## config.mk

```make
export PLATFORM = sky130hd
export DESIGN_NAME = vga_draw_engine
export DESIGN_NICKNAME = d
export VERILOG_FILES = /design/src/rtl/vga_draw_engine.sv
export SDC_FILE = /design/constraint.sdc
export NUM_CORES = 1
export LEC_CHECK = 0
export ABC_AREA = 1
export CAP_MARGIN = 20
export CORE_ASPECT_RATIO = 0.7
export CORE_MARGIN = 4
export CORE_UTILIZATION = 30
export CTS_CLUSTER_DIAMETER = 30
export DETAILED_ROUTE_END_ITERATION = 8
export GPL_TIMING_DRIVEN = 0
export HOLD_SLACK_MARGIN = 0.08
export PLACE_DENSITY_LB_ADDON = 0.3
export SLEW_MARGIN = 40
export SYNTH_ARGS = -nofsm -noshare
export SYNTH_HDL_FRONTEND = slang
export SYNTH_SLANG_ARGS = --single-unit
```

## constraint.sdc

```tcl
create_clock -name clk_i -period 5.9 [get_ports clk_i]
set_clock_uncertainty 0.15 [all_clocks]
set_input_delay 1.18 -clock clk_i [delete_from_list [all_inputs] [get_ports clk_i]]
set_output_delay 1.18 -clock clk_i [all_outputs]
set_load 0.005 [all_outputs]
```

## src/rtl/vga_draw_engine.sv

```systemverilog
// Command-driven framebuffer pixel writer: clear, horizontal/vertical line and filled rectangle.
// Optional VGA_DRAW_PIXCNT_EN adds pix_cnt_o, a count of pixels accepted for the current command.
module vga_draw_engine #(
  parameter int HD         = 1280,
  parameter int VD         = 1024,
  parameter int ADDR_BITS  = 11,
  parameter int COLOR_BITS = 2
) (
  input  logic                  clk_i,
  input  logic                  rst_i,
  input  logic                  cmd_valid_i,
  output logic                  cmd_ready_o,
  input  logic [1:0]            cmd_mode_i,
  input  logic [ADDR_BITS-1:0]  cmd_x0_i,
  input  logic [ADDR_BITS-1:0]  cmd_y0_i,
  input  logic [ADDR_BITS-1:0]  cmd_x1_i,
  input  logic [ADDR_BITS-1:0]  cmd_y1_i,
  input  logic [COLOR_BITS-1:0] cmd_color_i,
  output logic [ADDR_BITS-1:0]  pix_addr_x_o,
  output logic [ADDR_BITS-1:0]  pix_addr_y_o,
  output logic [COLOR_BITS-1:0] pix_color_o,
  output logic                  pix_we_o,
  input  logic                  pix_ready_i,
  output logic                  busy_o,
  output logic                  done_o
`ifdef VGA_DRAW_PIXCNT_EN
  ,
  output logic [2*ADDR_BITS-1:0] pix_cnt_o
`endif
);

  localparam logic [1:0] MODE_CLEAR = 2'd0;
  localparam logic [1:0] MODE_HLINE = 2'd1;
  localparam logic [1:0] MODE_VLINE = 2'd2;

  localparam logic [ADDR_BITS-1:0] X_MAX = ADDR_BITS'(HD - 1);
  localparam logic [ADDR_BITS-1:0] Y_MAX = ADDR_BITS'(VD - 1);

  typedef enum logic [1:0] {S_IDLE, S_SETUP, S_DRAW, S_DONE} state_t;

  state_t state_q, state_d;

  logic [1:0]            mode_q;
  logic [ADDR_BITS-1:0]  x0_q, y0_q, x1_q, y1_q;
  logic [ADDR_BITS-1:0]  xl_q, xh_q, yl_q, yh_q;
  logic [ADDR_BITS-1:0]  xl_c, xh_c, yl_c, yh_c;
  logic [ADDR_BITS-1:0]  x_q, y_q;
  logic [COLOR_BITS-1:0] color_q;
  logic                  accept;
  logic                  last_pix;

  function automatic logic [ADDR_BITS-1:0] clamp(input logic [ADDR_BITS-1:0] v,
                                                 input logic [ADDR_BITS-1:0] lim);
    return (v > lim) ? lim : v;
  endfunction

  function automatic logic [ADDR_BITS-1:0] umin(input logic [ADDR_BITS-1:0] a,
                                                input logic [ADDR_BITS-1:0] b);
    return (a < b) ? a : b;
  endfunction

  function automatic logic [ADDR_BITS-1:0] umax(input logic [ADDR_BITS-1:0] a,
                                                input logic [ADDR_BITS-1:0] b);
    return (a > b) ? a : b;
  endfunction

  assign accept   = cmd_valid_i && (state_q == S_IDLE);
  assign last_pix = (x_q == xh_q) && (y_q == yh_q);

  assign cmd_ready_o  = (state_q == S_IDLE);
  assign busy_o       = (state_q != S_IDLE);
  assign pix_we_o     = (state_q == S_DRAW);
  assign done_o       = (state_q == S_DONE);
  assign pix_addr_x_o = x_q;
  assign pix_addr_y_o = y_q;
  assign pix_color_o  = color_q;

  // Bound normalisation: clamping after min/max equals min/max of clamped values
  always_comb begin
    xl_c = clamp(umin(x0_q, x1_q), X_MAX);
    xh_c = clamp(umax(x0_q, x1_q), X_MAX);
    yl_c = clamp(umin(y0_q, y1_q), Y_MAX);
    yh_c = clamp(umax(y0_q, y1_q), Y_MAX);
    case (mode_q)
      MODE_CLEAR: begin
        xl_c = '0;
        xh_c = X_MAX;
        yl_c = '0;
        yh_c = Y_MAX;
      end
      MODE_HLINE: begin
        yl_c = clamp(y0_q, Y_MAX);
        yh_c = yl_c;
      end
      MODE_VLINE: begin
        xl_c = clamp(x0_q, X_MAX);
        xh_c = xl_c;
      end
      default: ;
    endcase
  end

  always_comb begin
    state_d = state_q;
    case (state_q)
      S_IDLE:  if (cmd_valid_i) state_d = S_SETUP;
      S_SETUP: state_d = S_DRAW;
      S_DRAW:  if (pix_ready_i && last_pix) state_d = S_DONE;
      S_DONE:  state_d = S_IDLE;
      default: state_d = S_IDLE;
    endcase
  end

  always_ff @(posedge clk_i) begin
    if (rst_i) state_q <= S_IDLE;
    else       state_q <= state_d;
  end

  // Command capture and bound registers carry no reset; they are always written before use
  always_ff @(posedge clk_i) begin
    if (accept) begin
      mode_q <= cmd_mode_i;
      x0_q   <= cmd_x0_i;
      y0_q   <= cmd_y0_i;
      x1_q   <= cmd_x1_i;
      y1_q   <= cmd_y1_i;
    end
    if (state_q == S_SETUP) begin
      xl_q <= xl_c;
      xh_q <= xh_c;
      yl_q <= yl_c;
      yh_q <= yh_c;
    end
  end

  // Raster walk; the cursor parks on the last pixel so it never passes the bounds
  always_ff @(posedge clk_i) begin
    if (rst_i) begin
      x_q     <= '0;
      y_q     <= '0;
      color_q <= '0;
    end else begin
      if (accept) color_q <= cmd_color_i;
      if (state_q == S_SETUP) begin
        x_q <= xl_c;
        y_q <= yl_c;
      end else if ((state_q == S_DRAW) && pix_ready_i && !last_pix) begin
        if (x_q < xh_q) begin
          x_q <= x_q + 1'b1;
        end else begin
          x_q <= xl_q;
          y_q <= y_q + 1'b1;
        end
      end
    end
  end

`ifdef VGA_DRAW_PIXCNT_EN
  always_ff @(posedge clk_i) begin
    if (rst_i || accept)                        pix_cnt_o <= '0;
    else if ((state_q == S_DRAW) && pix_ready_i) pix_cnt_o <= pix_cnt_o + 1'b1;
  end
`endif

endmodule

```

# After elaboration in Yosys (flattened, before gate mapping)
# Index checks and enable logic that the tools add are counted.
word_totals:
  regBits: 105
  out_inout_bits: 28
  in_bits: 52
  wordCells: 70
classes:
  reduce_logical: 12
  magnitude_cmp: 11
  addsub: 2
  eq_ne: 10
  mux: 23
ops:
  columns: ["op", "n"]
  rows:
  - ["2-to-1 mux 11 bit", 16]
  - ["case mux 11 bit (2 select lines)", 4]
  - ["> comparator 11 x 10 -> 1 bit (second input constant)", 3]
  - ["> comparator 11 bit (second input constant)", 3]
  - ["< comparator 11 bit", 3]
  - ["adder 11 x 1 -> 11 bit (second input constant)", 2]
  - ["equality test 11 bit", 2]
  - ["> comparator 11 bit", 2]
  - ["case mux 2 bit (4 select lines)", 1]
  - ["equality test 2 bit (second input constant)", 3]
  - ["logical AND 1 bit", 5]
  - ["equality test 2 x 1 -> 1 bit (second input constant)", 2]
  - ["logical NOT 2 bit", 2]
  - ["2-to-1 mux 2 bit", 2]
  - ["inequality test 2 bit (second input constant)", 2]
  - ["AND reduction 2 bit", 2]
  - ["nonzero test 2 bit", 2]
  - ["inequality test 2 x 1 -> 1 bit (second input constant)", 1]
  - ["logical NOT 1 bit", 1]

# Longest topological paths before layout
# Gate-level depths: netlist of run 1.
depth:
  word_depth: 6
  mapped_depth: 17

# Worst setup path after synthesis of run 1
# OpenSTA, ideal clock, no wires.
synth_timing:
  path_type: "input -> register"
  startpoint: "input port cmd_valid_i"
  endpoint: "register mode_q[0], enable pin"
  n_path_buf: 0
  arrival_time_ns: 2.182
  cell_stages: 2
  path_slack_ns: 3.166
  cell_sequence: "nand2_1 -> inv_1"
synth_between:
  elab_chain_len: 1
synth_lines:
  columns: ["element", "line", "rtl"]
  rows:
  - ["from (decl)", "11", "input logic cmd_valid_i,"]
  - ["logical AND 1 bit", "67", "assign accept = cmd_valid_i && (state_q == S_IDLE);"]
  - ["named net accept", "49", "logic accept;"]
  - ["to (signal assigned)", "122", "mode_q <= cmd_mode_i;"]
  - ["to (decl)", "43", "logic [1:0] mode_q;"]
# The timed path passes the listed nets, and every way through them passes these cells.
# A chain may end at the register's enable or synchronous reset.

# Final worst setup path of run 1
layout_timing:
  startpoint: "register state_q[0]"
  endpoint: "output port busy_o"
layout_between:
  elab_chain_len: 1
layout_lines:
  columns: ["element", "line", "rtl"]
  rows:
  - ["from (decl)", "41", "state_t state_q, state_d;"]
  - ["from (signal assigned)", "116", "else state_q <= state_d;"]
  - ["nonzero test 2 bit", "71", "assign busy_o = (state_q != S_IDLE);"]
  - ["to (decl)", "24", "output logic busy_o,"]
# Every way passes these cells.

==> flow_summary.rst, run 1 <==
.. list-table::
   :header-rows: 1

   * - Metric
     - Value
   * - Number of synthesized flops with an enable pin
     - between 70 and 80
   * - Final hold slack
     - 337 ps
   * - Via-to-Cell Ratio
     - 4.54
   * - Detailed-router iteration count before antenna repair
     - 5
   * - GRT Residual Overflow
     - 0
   * - Standard-cell row count
     - 44
   * - First-pass GRT wire length
     - around 26 mm
   * - Most common flop cell mapped by yosys
     - edfxtp_1
   * - CTS tree
     - done
   * - Net count, final
     - 935
   * - Fmax
     - 326 MHz
   * - Pin slew with the least headroom to its limit
     - 778 ps
   * - Number of flip-flops and latches in the synthesized netlist
     - 105
   * - Number of clock buffers inserted by TritonCTS
     - 9
   * - Total of hold buffers inserted after clock tree synthesis
     - 0
   * - Routed Wire Length
     - around 16 mm
   * - Ratio of cells with drive above 1 in the final layout
     - 11.2%
   * - Horiz. Die Dim
     - 183 µm
   * - Pin count of the biggest net entering global routing
     - 46
   * - Placed Cells
     - 1109
   * - Crit path max-delay cell type
     - clkdlybuf4s50_1
   * - Period utilisation layout
     - 51.9%
   * - Post-synthesis net count
     - about 840
   * - Cells traversed along the worst timing path
     - inv_1 -> ha_1 -> inv_1 -> clkdlybuf4s50_1
   * - PD cells
     - 406 nW/µm²
   * - Critical path data required time
     - 4570 ps
   * - Top cell by count, worst path
     - inv_1
   * - Clk pin slew, worst setup/hold paths
     - 80 ps
   * - Category of the most critical setup path
     - reg -> out
   * - Syn avg cell area
     - 8.51 µm²
   * - Count of input and output buffers
     - 79
   * - Post-detailed-placement half-perimeter wirelength
     - approximately 12 mm
   * - Maximum vdd drop
     - 0.138 mV
   * - Relative area change from synthesis to final layout
     - 22.5%
   * - Number of remaining DRC errors
     - 0
   * - Antenna Cells
     - 0
   * - Headroom to the max-slew limit
     - between 40% and 50%
   * - Most frequent cells in the layout
     - nand2_1 (171), inv_1 (79), clkdlybuf4s50_1 (79), edfxtp_1 (79), o21ai_0 (64)
   * - Async set-reset flop share out of synthesis
     - 0%
   * - Synth Warn #
     - 0
   * - Crit end category
     - output port
   * - Sequential area share after synthesis
     - ~45%
   * - Largest driver fanout on the critical path
     - 4
   * - Vias in the first global route
     - 4822
   * - Count of distinct cell types in the synthesized netlist
     - 38
   * - Overall power of the completed layout
     - 0.00319 W
   * - Deepest level of the CTS H-tree
     - 3
   * - Number of instances resized during post-cts repair
     - 0
   * - Total placed instance area
     - around 7600 µm²
   * - Post-Syn Area
     - 6410 µm²
   * - Clock latency at the later pin of the worst-skew pair
     - approximately 360 ps
   * - Crit path arrival time
     - 1730 ps
   * - Worst setup SP type
     - flop
   * - Non-filler instance count after layout
     - 1125
   * - Max stage delay on crit path
     - 500 ps
   * - Tightest Hold Check Type
     - reg -> reg
   * - Overall global routing resource usage
     - 13.7%
   * - Worst-case clock buffer depth
     - 2
   * - Syn Inst Count
     - around 750
   * - Final instance area
     - 7850 µm²
   * - Core area
     - 20900 µm²
   * - Final setup fails
     - 0
   * - WL per Instance
     - 14.0 µm
   * - Clock period minus final worst setup slack
     - 3060 ps
   * - Final hold viol count
     - 0
   * - Result of the run
     - finished, final reports clean
   * - Antenna violations before repair
     - 0
   * - Number of buffers added for setup after CTS
     - 0
   * - Setup total negative slack
     - 0 ps
   * - Boundary pin count
     - 80
   * - Static leakage
     - 3.09 nW
   * - Total via count after detailed routing
     - slightly above 5000
   * - Worst-case register-to-register setup slack
     - 3290 ps
   * - Floorplan die height
     - 130 µm
   * - Starting density of the core
     - 30.7%
   * - Unrepaired setup endpoints after global routing
     - false
   * - Buffer cell driving the clock tree root
     - clkbuf_16
   * - Final estimated routing congestion in global placement
     - 0.862
   * - Final number of max-transition violations
     - 0
   * - First-iteration detailed-routing DRC count
     - 342
   * - Number of routed nets with antenna violations
     - 0
   * - Sink Count
     - approximately 110
   * - Max-Cap Viols
     - 0
   * - Leading cell type in the layout, fill and taps excluded
     - nand2_1
   * - Area enclosed by the die boundary
     - 23800 µm²
critical path: cells and delay by family (launching register included):
family | cells | cell delay, ps
buffers and inverters | 3 | 700
DFF | 1 | 410
adders and majority gates | 1 | 260
stage by stage:
step	utilization [%]	setup WS, ps
final	37.6	2840
after global routing	37.6	2700
after CTS	37.6	2820
after detailed placement	36.3	2990
after global placement	36.2	2110
after floorplan	-	3170
cell families (layout without fill, tap and decap cells):
family / count (synthesis) / in the layout / synth area share, %
other cells: 1 / 1 / 0.0585
buf+inv: 108 / 204 / 7.30
flops: 105 / 105 / 45.1
fa+ha+maj: 39 / 39 / 7.61
compound gates: 157 / 157 / 14.4
simple gates: 325 / 325 / 23.0
xor+xnor: 18 / 18 / 2.46
sequential cells by signal, indices dropped and copies added, names as in the netlist:
name          flops
state_q           2
y0_q             11
x0_q             11
yh_q             11
y1_q             11
mode_q            2
xh_q             11
pix_addr_y_o     11
x1_q             11
xl_q             11
pix_color_o       2
pix_addr_x_o     11
cell usage after synthesis (all sizes together) (2+ instances only):
cell type / instances / area [µm²]
inv: 83 / 312
or2: 5 / 31.3
xnor2: 5 / 43.8
clkbuf: 6 / 22.5
nor2: 54 / 205
edfxtp: 79 / 2370
a31oi: 6 / 37.5
nor4: 2 / 12.5
ha: 39 / 488
buf: 17 / 126
nor3: 18 / 105
nand3: 43 / 255
nand4: 11 / 68.8
dfxtp: 26 / 521
a21oi: 56 / 355
clkinv: 2 / 7.51
o21a: 7 / 52.6
xor2: 13 / 114
nand2: 190 / 781
o21ai: 87 / 465
final cells by class:
class / instances / area (µm²)
fill: 2124 / 13000
multi-input combinational: 540 / 3060
sequential: 105 / 2890
timing repair buffer: 80 / 811
tap: 276 / 345
inverter: 85 / 322
clock buffer: 10 / 229
buffer: 23 / 149
clock inverter: 6 / 42.5
report_power, final:
group	internal (W)	switching (W)	total [W]
combinational	0.000564	0.000850	0.00141
sequential	0.00104	0.000162	0.00121
clock	0.000288	0.000285	0.000572
per-layer routing:
| layer | up-vias | share of wire, % | global-route usage, % |
|---|---|---|---|
| met5 | - | 0 | 0 |
| met4 | 0 | 0.87 | 2.96 |
| met3 | 11 | 6.2 | 3.65 |
| met2 | 155 | 36 | 17.9 |
| met1 | 2211 | 57 | 22.0 |
| li1 | 2726 | - | - |
worst paths after layout:
kind                          startpoint                     endpoint  cells after the start
max              state_q[0]$_SDFFE_PP0P_                       busy_o                      4
min          pix_color_o[1]$_SDFFE_PP0P_  pix_color_o[1]$_SDFFE_PP0P_                      2
max reg2reg           y0_q[10]$_DFFE_PP_            yh_q[3]$_DFFE_PP_                     10
min reg2reg  pix_color_o[1]$_SDFFE_PP0P_  pix_color_o[1]$_SDFFE_PP0P_                      2
No activity file was read; power rests on OpenSTA's default activity.
==> run 2: changes to the inputs <==
==> constraint.sdc (replaced) <==
create_clock -name clk_i -period 2.93 [get_ports clk_i]
set_clock_uncertainty 0.15 [all_clocks]
set_input_delay 0.586 -clock clk_i [delete_from_list [all_inputs] [get_ports clk_i]]
set_output_delay 0.586 -clock clk_i [all_outputs]
set_load 0.005 [all_outputs]
==> results of run 2 <==
Same layout as run 1 (identical final DEF). Status: finished, final reports clean.
Among the figures that moved: setup slack after placement 2990 ps -> 353 ps; clock-pin slew on the worst setup and hold paths 80 ps -> 70 ps; setup slack after layout 2840 ps -> 315 ps; start point of the critical path state_q[0]$_SDFFE_PP0P_ -> y0_q[10]$_DFFE_PP_; end point of the critical path busy_o -> yh_q[3]$_DFFE_PP_; register-to-register setup slack 3290 ps -> 320 ps; total power 0.00319 W -> 0.00643 W; worst IR drop on VDD 0.138 mV -> 0.277 mV
==> run 3: changes to the inputs <==
--- a/config.mk
+++ b/config.mk
@@ -15,6 +15,7 @@
 export GPL_TIMING_DRIVEN = 0
 export HOLD_SLACK_MARGIN = 0.08
 export PLACE_DENSITY_LB_ADDON = 0.3
+export SETUP_SLACK_MARGIN = 0.3
 export SLEW_MARGIN = 40
 export SYNTH_ARGS = -nofsm -noshare
 export SYNTH_HDL_FRONTEND = slang
==> run 3 against run 2 <==
  * Clock-buffer cell count unchanged
  * Combinational power up 4%
  * Largest power group unchanged
  * Utilization up 0.70 points
  * Routed wire length up 1.1%
  * Sequential power about the same
  * Cell area up 1.9%
  * Power up 3.8%
  * First-iteration DRC count up 4.4%
==> flow_summary.rst, run 3 (synthesis gave the netlist of run 1 again) <==
.. list-table::
   :header-rows: 1

   * - Metric
     - Value
   * - Tightest Hold Check Type
     - reg -> reg
   * - Deepest level of the CTS H-tree
     - 3 (unchanged)
   * - Placed Cells
     - 1109 (unchanged)
   * - WL per Instance
     - 14.0 µm (+0.16%)
   * - Pin slew with the least headroom to its limit
     - 788 ps (+9.98 ps)
   * - Filler cells
     - 2085 (-1.8%)
   * - Clk pin slew, worst setup/hold paths
     - 70 ps
   * - Non-filler instance count after layout
     - 1136 (+0.98%)
   * - Ratio of cells with drive above 1 in the final layout
     - 12.3% (+1.1 points)
   * - First-iteration detailed-routing DRC count
     - 357 (+4.4%)
   * - Post-detailed-placement half-perimeter wirelength
     - 12.4 mm (+0.28%)
   * - Via-to-Cell Ratio
     - 4.60 (+1.4%)
   * - Max-Cap Viols
     - 0 (unchanged)
   * - Sink Count
     - 105 (unchanged)
   * - Total of hold buffers inserted after clock tree synthesis
     - 0 (unchanged)
   * - Period utilisation layout
     - 85.4%
   * - Worst setup SP type
     - flop
   * - PD cells
     - 834 nW/µm²
   * - Antenna violations before repair
     - 0 (unchanged)
   * - Pin count of the biggest net entering global routing
     - 46 (unchanged)
   * - Number of clock buffers inserted by TritonCTS
     - 9 (unchanged)
   * - Result of the run
     - finished, final reports clean
   * - Utilization after layout
     - 38.3% (+0.70 points)
   * - Floorplan die height
     - 130 µm (unchanged)
   * - Category of the most critical setup path
     - reg -> reg
   * - Final hold slack
     - 335 ps (-2.55 ps)
   * - Boundary pin count
     - 80 (unchanged)
   * - Clock period minus final worst setup slack
     - 2500 ps
   * - Headroom to the max-slew limit
     - 47.5% (-0.67 points)
   * - Clock latency at the later pin of the worst-skew pair
     - 360 ps (about the same)
   * - Count of input and output buffers
     - 79 (unchanged)
   * - Net count, final
     - 946 (+1.2%)
   * - Crit path arrival time
     - 2440 ps
   * - Critical path data required time
     - 2870 ps
   * - Unrepaired setup endpoints after global routing
     - false
   * - First-pass GRT wire length
     - 25.6 mm (-0.69%)
   * - Number of routed nets with antenna violations
     - 0 (unchanged)
   * - Horiz. Die Dim
     - 183 µm (unchanged)
   * - Leading cell type in the layout, fill and taps excluded
     - nand2_1
   * - Maximum vdd drop
     - approximately 0.31 mV
   * - Core area
     - 20900 µm² (unchanged)
   * - Worst-case clock buffer depth
     - 2 (unchanged)
   * - Relative area change from synthesis to final layout
     - 24.8%
   * - Area enclosed by the die boundary
     - 23800 µm² (unchanged)
   * - Detailed-router iteration count before antenna repair
     - 5 (unchanged)
   * - Antenna Cells
     - 0 (unchanged)
   * - Static leakage
     - 3.17 nW (+2.6%)
   * - Number of remaining DRC errors
     - 0 (unchanged)
   * - Fmax
     - 400 MHz
   * - Routed Wire Length
     - 15.9 mm (+1.1%)
   * - Final estimated routing congestion in global placement
     - 0.829 (-3.7%)
   * - Buffer cell driving the clock tree root
     - clkbuf_16
   * - Total placed instance area
     - 7580 µm² (unchanged)
   * - Most frequent cells in the layout
     - nand2_1 (171), inv_1 (79), clkdlybuf4s50_1 (79), edfxtp_1 (79), o21ai_0 (63)
   * - Final setup fails
     - 0 (unchanged)
   * - Final number of max-transition violations
     - 0 (unchanged)
   * - Standard-cell row count
     - 44 (unchanged)
   * - Final hold viol count
     - 0 (unchanged)
   * - Setup total negative slack
     - 0 ps (unchanged)
   * - GRT Residual Overflow
     - 0 (unchanged)
   * - Total via count after detailed routing
     - 5226 (+2.4%)
   * - Crit end category
     - flop
   * - CTS tree
     - done
   * - Final instance area
     - 8000 µm² (+1.9%)
   * - Overall global routing resource usage
     - 13.6% (-0.078 points)
   * - Largest driver fanout on the critical path
     - 10
   * - Starting density of the core
     - 30.7% (unchanged)
   * - Vias in the first global route
     - 4753 (-1.4%)
-- run 3: changes by cell type in the layout (fill, tap and decap cells not counted), sizes merged --
| cell | change |
|---|---|
| buf | +11 |
| bufinv | +2 |
| clkinvlp | -1 |
| inv | -1 |
-- run 3: path summary, 6_finish.rpt --
path,startpoint,to,slack (ps),cells after the start
setup / recovery,y1_q[6]$_DFFE_PP_,yh_q[1]$_DFFE_PP_,430,12
hold / removal,pix_color_o[1]$_SDFFE_PP0P_,pix_color_o[1]$_SDFFE_PP0P_,330,2
setup reg to reg,y1_q[6]$_DFFE_PP_,yh_q[1]$_DFFE_PP_,430,12
hold reg to reg,pix_color_o[1]$_SDFFE_PP0P_,pix_color_o[1]$_SDFFE_PP0P_,330,2
-- run 3: final cells by class --
type	count	area, µm²	area share [%]
multi-input cells	540	3080	38.5
well taps	276	345	4.32
flip-flops and latches	105	2890	36.2
inverters	85	322	4.02
plain buffers	23	149	1.86
clock buffers	10	229	2.86
repair buffers	91	893	11.2
clock inverters	6	91.3	1.14
-- run 3: what timing repair did --
item / in CTS / in global routing
pin swaps: 0 / 2
buffers inserted: 1 / 10
setup endpoints to repair: 1 / 27
gates resized for setup: 0 / 3
-- run 3: per-stage QoR --
stage / total power, W / worst slack, ps
global placement: 0.00526 / -277
detailed placement: 0.00532 / 338
finish: 0.00667 / 428
global route: 0.00721 / 297
CTS: 0.00667 / 389
floorplan: 0.00432 / 707
-- run 3: per-layer routing --
layer | track usage, % | vias to the layer above | routed length [µm]
met3 | 3.09 | 12 | 1040
met5 | 0 | - | 0
met2 | 17.6 | 161 | 5840
met4 | 3.53 | 0 | 164
met1 | 22.1 | 2309 | 8890
li1 | - | 2744 | -
-- run 3: worst max-delay path, cell delays in order (launching register included) --
cell and delay, ps:
edfxtp_1 430, inv_1 120, ha_1 250, nand2_1 100, nor2_1 50, and2_1 170, nand2_2 90, nand3_4 150
buf_6 180, nand2_1 70, o21ai_2 110, o21ai_0 250, nand3_1 110
-- run 3: power by group --
group	total [W]	internal, W	leakage [nW]	switching (W)
Combinational	0.00295	0.00119	2.07	0.00176
Sequential	0.00241	0.00210	0.947	0.000311
Clock	0.00131	0.000754	0.151	0.000559
Total	0.00667	0.00404	3.17	0.00263
